### src/rtl/traffic_phase_ctrl.sv
// traffic_phase_ctrl: N-phase round-robin traffic signal controller.
// Serves one phase at a time through GREEN -> YELLOW -> ALLRED, skipping
// phases without latched demand, with emergency preemption and a
// flashing-red fail-safe. All state changes happen on the 1 s tick.
//
// state    | meaning
// ---------+--------------------------------------------------------------
// M_GREEN  | cur_phase shows green, every other group red
// M_YELLOW | cur_phase shows yellow, every other group red
// M_ALLRED | clearance interval, every group red
// M_FLASH  | fail-safe, every group flashes red in step with the tick
module traffic_phase_ctrl #(
   parameter int NUM_PHASES = 4,
   parameter int CLK_FREQ   = 100_000_000,
   parameter int G_MIN      = 60,
   parameter int G_MAX      = 90,
   parameter int Y_SEC      = 10,
   parameter int AR_SEC     = 2,
   localparam int PW        = (NUM_PHASES > 1) ? $clog2(NUM_PHASES) : 1
) (
   input  logic                      clk,
   input  logic                      rst,
   input  logic [NUM_PHASES-1:0]     req,
   input  logic                      preempt,
   input  logic [PW-1:0]             preempt_phase,
   input  logic                      flash,
   output logic [3*NUM_PHASES-1:0]   lights,
   output logic [PW-1:0]             cur_phase,
   output logic [1:0]                mode,
   output logic [NUM_PHASES-1:0]     req_pending,
   output logic                      tick
);

   localparam int CW = (CLK_FREQ > 1) ? $clog2(CLK_FREQ) : 1;

   localparam logic [CW-1:0] CLK_LAST   = CW'(CLK_FREQ - 1);
   localparam logic [7:0]    G_MIN_LAST = 8'(G_MIN - 1);
   localparam logic [7:0]    G_MAX_LAST = 8'(G_MAX - 1);
   localparam logic [7:0]    Y_LAST     = 8'(Y_SEC - 1);
   localparam logic [7:0]    AR_LAST    = 8'(AR_SEC - 1);
   localparam logic [PW-1:0] LAST_PHASE = PW'(NUM_PHASES - 1);
   localparam logic [PW:0]   NP_W       = (PW+1)'(NUM_PHASES);

   typedef enum logic [1:0] {
      M_GREEN  = 2'd0,
      M_YELLOW = 2'd1,
      M_ALLRED = 2'd2,
      M_FLASH  = 2'd3
   } mode_t;

   mode_t                 mode_q;
   mode_t                 mode_nx;
   logic [PW-1:0]         phase_q;
   logic [PW-1:0]         phase_nx;
   logic [7:0]            sec_cnt;
   logic [CW-1:0]         clk_cnt;
   logic [NUM_PHASES-1:0] pending_q;
   logic [NUM_PHASES-1:0] pending_d;
   logic [NUM_PHASES-1:0] cur_mask;
   logic [NUM_PHASES-1:0] next_mask;
   logic                  flash_r;
   logic                  preempt_ok;
   logic                  other_req;
   logic                  enter_green;
   logic [PW-1:0]         inc_phase;
   logic [PW-1:0]         rr_phase;
   logic [PW-1:0]         pick_phase;
   logic [PW-1:0]         rr_idx;
   logic [PW:0]           rr_sum;
   logic                  rr_found;

   assign tick        = (clk_cnt == CLK_LAST);
   assign cur_phase   = phase_q;
   assign mode        = mode_q;
   assign req_pending = pending_q;

   // Out-of-range preempt targets are treated as no preemption at all.
   assign preempt_ok  = preempt && (int'(preempt_phase) < NUM_PHASES);
   assign other_req   = |(pending_q & ~cur_mask);
   assign inc_phase   = (phase_q == LAST_PHASE) ? '0 : phase_q + 1'b1;
   assign pick_phase  = preempt_ok ? preempt_phase : rr_phase;
   assign enter_green = tick && (mode_nx == M_GREEN) && (mode_q != M_GREEN);

   // Free-running second prescaler; wraps on the tick cycle.
   always_ff @(posedge clk) begin
      if (rst) begin
         clk_cnt <= '0;
      end else if (tick) begin
         clk_cnt <= '0;
      end else begin
         clk_cnt <= clk_cnt + 1'b1;
      end
   end

   // One-hot masks for the served phase and the phase about to be entered.
   always_comb begin
      cur_mask            = '0;
      next_mask           = '0;
      cur_mask[phase_q]   = 1'b1;
      next_mask[phase_nx] = 1'b1;
   end

   // Round-robin search for the next phase with latched demand, starting
   // after cur_phase; the current phase itself is considered last.
   always_comb begin
      rr_found = 1'b0;
      rr_phase = inc_phase;
      rr_sum   = '0;
      rr_idx   = '0;
      for (int i = 1; i <= NUM_PHASES; i++) begin
         rr_sum = {1'b0, phase_q} + (PW+1)'(i);
         if (rr_sum >= NP_W) begin
            rr_sum = rr_sum - NP_W;
         end
         rr_idx = rr_sum[PW-1:0];
         if (!rr_found && pending_q[rr_idx]) begin
            rr_found = 1'b1;
            rr_phase = rr_idx;
         end
      end
   end

   // Next mode/phase, only committed on a tick; flash outranks everything.
   always_comb begin
      mode_nx  = mode_q;
      phase_nx = phase_q;
      if (flash && (mode_q != M_FLASH)) begin
         mode_nx = M_FLASH;
      end else begin
         case (mode_q)
            M_FLASH: begin
               if (!flash) begin
                  // Park on the last phase so default rotation resumes at 0.
                  mode_nx  = M_ALLRED;
                  phase_nx = LAST_PHASE;
               end
            end
            M_GREEN: begin
               if (preempt_ok) begin
                  if (preempt_phase != phase_q) begin
                     mode_nx = M_YELLOW;
                  end
               end else if ((sec_cnt >= G_MIN_LAST) &&
                            (other_req || (sec_cnt >= G_MAX_LAST))) begin
                  mode_nx = M_YELLOW;
               end
            end
            M_YELLOW: begin
               if (sec_cnt == Y_LAST) begin
                  mode_nx = M_ALLRED;
               end
            end
            M_ALLRED: begin
               if (sec_cnt == AR_LAST) begin
                  mode_nx  = M_GREEN;
                  phase_nx = pick_phase;
               end
            end
            default: begin
               mode_nx = M_FLASH;
            end
         endcase
      end
   end

   // State register: mode and served phase advance only on ticks.
   always_ff @(posedge clk) begin
      if (rst) begin
         mode_q  <= M_GREEN;
         phase_q <= '0;
      end else if (tick) begin
         mode_q  <= mode_nx;
         phase_q <= phase_nx;
      end
   end

   // Dwell counter and flash phase, both stepped by the tick.
   always_ff @(posedge clk) begin
      if (rst) begin
         sec_cnt <= '0;
         flash_r <= 1'b1;
      end else if (tick) begin
         if ((mode_nx != mode_q) || (phase_nx != phase_q)) begin
            sec_cnt <= '0;
         end else if (sec_cnt != 8'hFF) begin
            sec_cnt <= sec_cnt + 1'b1;
         end
         if ((mode_nx == M_FLASH) && (mode_q != M_FLASH)) begin
            flash_r <= 1'b1;
         end else if (mode_q == M_FLASH) begin
            flash_r <= ~flash_r;
         end
      end
   end

   // Demand latch: a request for the phase already in green is dropped,
   // and clearing on green entry beats a same-cycle set.
   always_comb begin
      pending_d = pending_q | (req & ((mode_q == M_GREEN) ? ~cur_mask : '1));
      if (enter_green) begin
         pending_d = pending_d & ~next_mask;
      end
   end

   // Demand register.
   always_ff @(posedge clk) begin
      if (rst) begin
         pending_q <= '0;
      end else begin
         pending_q <= pending_d;
      end
   end

   // Lamp decode, {R,Y,G} per group, purely from the registered state.
   always_comb begin
      lights = '0;
      for (int k = 0; k < NUM_PHASES; k++) begin
         case (mode_q)
            M_GREEN:  lights[3*k +: 3] = (k == int'(phase_q)) ? 3'b001 : 3'b100;
            M_YELLOW: lights[3*k +: 3] = (k == int'(phase_q)) ? 3'b010 : 3'b100;
            M_ALLRED: lights[3*k +: 3] = 3'b100;
            default:  lights[3*k +: 3] = {flash_r, 2'b00};
         endcase
      end
   end

endmodule

### config.mk
export PLATFORM = sky130hd
export DESIGN_NAME = traffic_phase_ctrl
export DESIGN_NICKNAME = d
export VERILOG_FILES = /design/src/rtl/traffic_phase_ctrl.sv
export SDC_FILE = /design/constraint.sdc
export NUM_CORES = 1
export LEC_CHECK = 0
export ABC_AREA = 1
export BUFFER_PORTS_ARGS = -buffer_cell sky130_fd_sc_hd__buf_2
export CAP_MARGIN = 10
export CELL_PAD_IN_SITES_DETAIL_PLACEMENT = 1
export CELL_PAD_IN_SITES_GLOBAL_PLACEMENT = 1
export CORE_MARGIN = 2
export CORE_UTILIZATION = 40
export DETAILED_ROUTE_END_ITERATION = 16
export PLACE_DENSITY_LB_ADDON = 0.2
export SLEW_MARGIN = 20
export SYNTH_ARGS = -nofsm -noshare
export SYNTH_HDL_FRONTEND = slang
export SYNTH_SLANG_ARGS = --single-unit
### constraint.sdc
create_clock -name clk -period 2.9 [get_ports clk]
set_input_delay 0.29 -clock clk [delete_from_list [all_inputs] [get_ports clk]]
set_output_delay 0.29 -clock clk [all_outputs]
set_load 0.05 [all_outputs]
==> run_results.csv, run 1 <==
group,metric,value,unit
global_route,antenna_found_initial,0,
synthesis,synth.cell_area,2900,um2
power,p_clk_share,48.2,%
global_route,grtUsageMet3,3.14,%
global_route,met1_usage,28.5,%
cts,clock_sinks,44,
timing,rsz0062_at_grt,"false",
cts,postCtsSetupRepairBufs,0,
synthesis,yosys_warnings,0,
floorplan,core_area,7140,um2
synthesis,synth-edff-count,0,
synthesis,synthCells,459,
cts,cts_root_buffer,"clkbuf_8",
cts,numCtsBuffers,5,
worst_setup_path,cp_num_buf_inv,4,
synthesis,async_reset_ff_share,0,%
worst_setup_path,crit_path_end_kind,"flop",
synthesis,netlist.area_leader.share,30.3,%
placed_design,portBuffers,30,
floorplan,die_w,89.2,um
cts,cts_max_level,2,
synthesis,synth-main-ff-cell,"dfxtp_1",
synthesis,synth_common_cells,"nand2_1 (106), inv_1 (62), nor2_1 (56)",
routing,drtIter0Drc,83,
power,leakage,1.46,nW
worst_setup_path,slowest_stage,"dfxtp_1",
synthesis,ys_ff_latch,44,
worst_setup_path,cpLargestDelayFamily,"simple AND/OR/NAND/NOR gates",
global_route,grt_pass1_vias,2955,
cts,cts_resized,0,
worst_setup_path,cp_data_required_time,3.10,ns
routing,wirelength,8.37,mm
finish,nNetsFinal,510,
power,switching_share,21.8,%
routing,via_per_inst,5.13,
global_route,grt_pass1_wl,13.8,mm
placed_design,gp_congestion,0.956,
placed_design,dp.cells,584,
synthesis,synthesis.nets,477,
timing,fin_worst_skew,0.00951,ns
power,p_seq_share,45.1,%
cts,path_clk_slew,0.09,ns
worst_setup_path,crit_path_frequent_cell,"nand2_1",
global_route,gr-total-overflow,0,
power,p_sw,299,uW
power,p_total,1.37,mW
power,combPwrFrac,6.7,%
timing,fin_crit,2.58,ns
finish,finalCoreUtilization,46.5,%
routing,vias,3036,
timing,fmax,387,MHz
floorplan,start_util,40.7,%
routing,drt.antenna.violating_nets,0,
routing,post-route-drc-count,0,
global_route,grt_max_degree,17,
timing,slew_viol_final,0,
global_route,grt_use_met2,38.2,%
power,power_report.internal_total,1.07,mW
timing,hold_viol,0,
power,peakVddDrop,0.187,mV
placed_design,hpwl,6.59,mm
timing,finalCritPeriodShare,89.1,%
timing,tns,0,ns
worst_setup_path,slowest_delay,0.53,ns
worst_setup_path,cp_data_arrival_time,2.79,ns
cts,insertion_delay,0.30,ns
synthesis,synth_area_per_cell,6.32,um2
timing,maxSlewHeadroom,63.1,%
worst_setup_path,crit_type,"flop to flop",
cts,cts_tree,"done",
floorplan,rows,31,
routing,wl_per_cell,14.1,um
timing,worst_pin_slew,0.548,ns
floorplan,die_h,89.2,um
routing,dr.pass1.iters,4,
worst_setup_path,crit_chain,"inv_2 > ha_1 > inv_1 > nand3_1 > nand2_1 > nand2_1 > nor2_1 > nor2_1 > nand2_1 > nand2_1 > nand2_1 > nand2_1 > nand2_1 > nand2_1 > nand2_1 > nand2_1 > inv_1 > nand3_1 > nand2_1 > inv_1",
cts,hold_buffers,0,
synthesis,synth_top_area_cell,"dfxtp_1",
synthesis,ys_top_cells_by_area,"dfxtp_1 (30%), nand2_1 (14%), inv_1 (8.0%)",
synthesis,yosysMostFrequentCell,"nand2_1",
run,maxCapViolations,0,
finish,stdcell_count,592,
synthesis,seq_area_frac_synth,30.3,%
cts,clock_path_buffers,2,
synthesis,synth.distinct_cells,41,
min_path,hp-class,"input pin to flop",
finish,n_antenna_cell,0,
outcome,outcome,"complete, no violations",
finish,drive_above_1_share,13.4,%
global_route,grt_busiest_layer,"met2",
floorplan,dieArea,7950,um2
timing,setup_violations,0,
finish,areaGrowthSynthToFinish,14.4,%
worst_setup_path,startpoint_type,"flop",
floorplan,ios,31,
power,power_density,412,nW/um2
worst_setup_path,critPathMaxFanout,16,
global_route,grtUsageTotal,22.2,%
power groups by stage:
stage          Clock [mW]  Sequential [mW]  Combinational (mW)
2_1_floorplan           0            0.640              0.0526
3_3_place_gp            0            0.631              0.0883
3_5_place_dp            0            0.632              0.0907
4_1_cts             0.675            0.617              0.0915
5_1_grt             0.698            0.619               0.103
6_report            0.659            0.618              0.0915
layer usage:
| metal | share of wire (%) | vias up |
|---|---|---|
| li1 | - | 1555 |
| met3 | 1.7 | 9 |
| met4 | 1.6 | 0 |
| met1 | 47 | 1440 |
| met5 | 0 | - |
| met2 | 50 | 32 |
cell families (layout without fill, tap and decap cells):
kind of cell	Yosys count	in the layout	share of synthesized area, %
flip-flops	44	44	30.3
AND/OR/NAND/NOR	255	255	40.6
AO/OA/AOI/OAI	65	65	12.2
XOR/XNOR	8	8	2.67
adder cells (fa/ha/maj)	8	8	3.45
buffers and inverters	79	113	10.7
per-stage QoR:
stage / setup slack (ns) / hold slack, ns / instance area [um2]
final: 0.316 / 0.343 / 3320
after global routing: 0.00465 / 0.362 / 3320
after CTS: 0.319 / 0.338 / 3320
after detailed placement: 0.338 / 0.446 / 3160
after global placement: 0.561 / 0.431 / 3160
after floorplan: 0.292 / 0.418 / 2900
worst reg2reg max path, cell delays in order (launching register included):
cell,delay [ns]
dfxtp_1,0.53
inv_2,0.21
ha_1,0.37
inv_1,0.13
nand3_1,0.09
nand2_1,0.12
nand2_1,0.11
nor2_1,0.15
nor2_1,0.05
nand2_1,0.05
nand2_1,0.05
nand2_1,0.05
nand2_1,0.04
nand2_1,0.05
nand2_1,0.05
nand2_1,0.05
nand2_1,0.10
inv_1,0.10
nand3_1,0.09
nand2_1,0.08
inv_1,0.04
placed cells by master (no fill, tap or decap), types with 2 or more instances in the layout:
master       n
nand2_1    106
inv_1       62
nor2_1      56
dfxtp_1     44
nand3_1     39
a21oi_1     34
buf_2       30
nor3_1      16
o21ai_0     15
nand4_1     10
inv_2        8
ha_1         8
nor4_1       7
o21ai_1      5
xor2_1       5
clkbuf_8     5
nor3b_1      4
buf_4        4
bufinv_16    3
nand2_2      2
nor3_2       2
nor2_2       2
o22ai_1      2
or2_2        2
o211ai_1     2
nand3_2      2
xnor2_1      2
and3_1       2
sequential cells by signal (all words and copies together), names as in the netlist:
register and count:
cur_phase 2, mode 2, clk_cnt 27, flash_r 1, req_pending 4, sec_cnt 8
area by class of cell:
cell class,instances,area (um2)
Multi-Input combinational cell,336,1710
Inverter,71,267
Tap cell,99,124
Fill cell,994,3810
Clock buffer,5,68.8
Timing Repair Buffer,34,180
Clock inverter,3,90.1
Sequential cell,44,881
path summary, 6_finish.rpt:
path / startpoint / end / slack [ns] / cells past startpoint
setup / recovery: cur_phase[0] / req_pending[2] / 0.32 / 20
hold / removal: rst / sec_cnt[0] / 0.34 / 2
setup reg to reg: cur_phase[0] / req_pending[2] / 0.32 / 20
hold reg to reg: clk_cnt[0] / clk_cnt[0] / 0.46 / 1
(Power assumes the default switching activity.)
==> inputs of run 2 (changes only) <==
--- a/config.mk
+++ b/config.mk
@@ -8,10 +8,10 @@
 export ABC_AREA = 1
 export BUFFER_PORTS_ARGS = -buffer_cell sky130_fd_sc_hd__buf_2
 export CAP_MARGIN = 10
-export CELL_PAD_IN_SITES_DETAIL_PLACEMENT = 1
-export CELL_PAD_IN_SITES_GLOBAL_PLACEMENT = 1
+export CELL_PAD_IN_SITES_DETAIL_PLACEMENT = 2
+export CELL_PAD_IN_SITES_GLOBAL_PLACEMENT = 2
 export CORE_MARGIN = 2
-export CORE_UTILIZATION = 40
+export CORE_UTILIZATION = 32
 export DETAILED_ROUTE_END_ITERATION = 16
 export PLACE_DENSITY_LB_ADDON = 0.2
 export SLEW_MARGIN = 20
==> run_results.csv, run 2 (same netlist as run 1, synthesis figures left out) <==
group,metric,value,unit
power,switching_share,24.1,%
worst_setup_path,cpLargestDelayFamily,"simple AND/OR/NAND/NOR gates",
timing,tns,0,ns
cts,cts_max_level,2,
finish,nNetsFinal,510,
power,power_density,376,nW/um2
global_route,grt_pass1_wl,16.3,mm
global_route,antenna_found_initial,0,
finish,layout_common_cells,"nand2_1 (106), inv_1 (62), nor2_1 (56), dfxtp_1 (43), nand3_1 (39)",
timing,hold_ws,0.340,ns
routing,post-route-drc-count,0,
placed_design,portBuffers,30,
routing,vias,3111,
floorplan,core_area,8760,um2
worst_setup_path,crit_chain,"ha_1 > nand2_2 > nor2_4 > nand2_4 > nor2_8 > inv_2 > nor3_1 > nor2_1 > buf_4 > inv_1 > buf_4 > a21oi_1 > o21a_1",
placed_design,hpwl,7.58,mm
outcome,outcome,"complete, no violations",
finish,largest_register_ff_count,27,
floorplan,start_util,33.1,%
finish,finalCoreUtilization,37.7,%
worst_setup_path,startpoint,"clk_cnt[0]",
routing,drt.antenna.violating_nets,0,
timing,setup_ws,0.303,ns
power,peakVddDrop,0.188,mV
worst_setup_path,r2r_cells,13,
power,p_sw,299,uW
worst_setup_path,slowest_delay,0.49,ns
worst_setup_path,reg2reg_to,"clk_cnt[14]",
worst_setup_path,cp_num_buf_inv,4,
finish,areaGrowthSynthToFinish,13.8,%
worst_setup_path,reg2reg_from,"clk_cnt[0]",
cts,clock_path_buffers,2,
finish,n_antenna_cell,0,
timing,setup_violations,0,
timing,finalCritPeriodShare,89.6,%
placed_design,post-place-ws,0.274,ns
power,power_report.internal_total,943,uW
power,p_clk_share,42.8,%
power,p_seq_share,49.8,%
run,maxCapViolations,0,
worst_setup_path,slowest_stage,"nor3_1",
routing,via_per_inst,5.18,
worst_setup_path,crit_path_end_kind,"flop",
routing,drtIter0Drc,62,
worst_setup_path,crit_path_frequent_cell,"buf_4",
cts,numCtsBuffers,5,
routing,wirelength,9.59,mm
worst_setup_path,rrSetupSlack,0.30,ns
timing,rsz0062_at_grt,"false",
floorplan,die_h,99.2,um
finish,regMostFlops,"clk_cnt",
global_route,grt_max_degree,17,
min_path,whs_path_depth,2,
finish,layout_commonest_cell,"nand2_1",
global_route,gr-total-overflow,0,
worst_setup_path,startpoint_type,"flop",
cts,cts_root_buffer,"clkbuf_8",
cts,path_clk_slew,0.10,ns
power,combPwrFrac,7.5,%
timing,fin_crit,2.60,ns
min_path,hp-class,"input pin to flop",
floorplan,dieArea,9850,um2
min_path,hold_path_end,"sec_cnt[7]",
global_route,grtUsageTotal,20.2,%
timing,worst_pin_slew,0.563,ns
power,leakage,1.45,nW
global_route,grt_pass1_vias,3290,
floorplan,rows,34,
timing,hold_viol,0,
power,p_total,1.24,mW
timing,slew_viol_final,0,
cts,cts_tree,"done",
routing,dr.pass1.iters,4,
cts,postCtsSetupRepairBufs,0,
worst_setup_path,crit_type,"flop to flop",
placed_design,gp_congestion,0.807,
worst_setup_path,critPathMaxFanout,16,
worst_setup_path,cp_data_required_time,3.10,ns
worst_setup_path,cp_data_arrival_time,2.79,ns
cts,clock_sinks,44,
routing,wl_per_cell,16.0,um
timing,fin_worst_skew,0.0157,ns
timing,fmax,385,MHz
finish,drive_above_1_share,13.6,%
timing,maxSlewHeadroom,62.2,%
cts,insertion_delay,0.30,ns
min_path,min-delay-start,"rst",
floorplan,ios,31,
floorplan,die_w,99.2,um
==> run 2: what timing repair did <==
item | 4_1_cts | 5_1_grt
resized for setup | 0 | 1
endpoints found under the setup margin | 0 | 1
hold buffers | 0 | 0
==> run 2: final cells by class <==
| type | count | area [um2] |
|---|---|---|
| Tap cell | 108 | 135 |
| Sequential cell | 44 | 882 |
| Clock buffer | 7 | 96.3 |
| Fill cell | 1114 | 5460 |
| Clock inverter | 1 | 30.0 |
| Multi-Input combinational cell | 336 | 1710 |
| Timing Repair Buffer | 34 | 180 |
| Inverter | 71 | 267 |
==> run 2: how the worst max path moves through the flow <==
| stage | slack [ns] | cells after the start | endpoint |
|---|---|---|---|
| after floorplan | 0.29 | 21 | req_pending[2] |
| after global placement | 0.33 | 13 | clk_cnt[14] |
| after detailed placement | 0.27 | 20 | req_pending[2] |
| after CTS | 0.23 | 20 | req_pending[2] |
| after global routing | 0.006 | 20 | req_pending[2] |
| final | 0.30 | 13 | clk_cnt[14] |
==> run 2: power by group through the flow <==
| stage | logic, mW | clock network [mW] | registers, mW |
|---|---|---|---|
| final | 0.0926 | 0.531 | 0.618 |
| after global routing | 0.106 | 0.572 | 0.620 |
| after CTS | 0.0943 | 0.547 | 0.619 |
| after detailed placement | 0.0937 | 0 | 0.633 |
| after global placement | 0.0910 | 0 | 0.632 |
| after floorplan | 0.0526 | 0 | 0.640 |
==> run 2: per-stage QoR <==
stage	cells	cell area, um2
global route	601	3300
finish	601	3300
global placement	593	3170
detailed placement	593	3170
floorplan	459	2900
CTS	601	3300
==> run 2: metal layers <==
layer	wire [um]	GRT usage, %	vias to the layer above
met4	36	4.00	0
met1	4480	26.0	1528
met2	4950	36.3	18
met5	0	0	-
met3	117	2.32	2
li1	-	-	1563
==> run 2: worst register-to-register path: cells and delay by family, from the launching register on <==
| family | cells | cell delay (ns) |
|---|---|---|
| buf+inv | 4 | 0.75 |
| fa+ha+maj | 1 | 0.19 |
| compound gates | 2 | 0.17 |
| simple gates | 6 | 1.04 |
| flops | 1 | 0.37 |
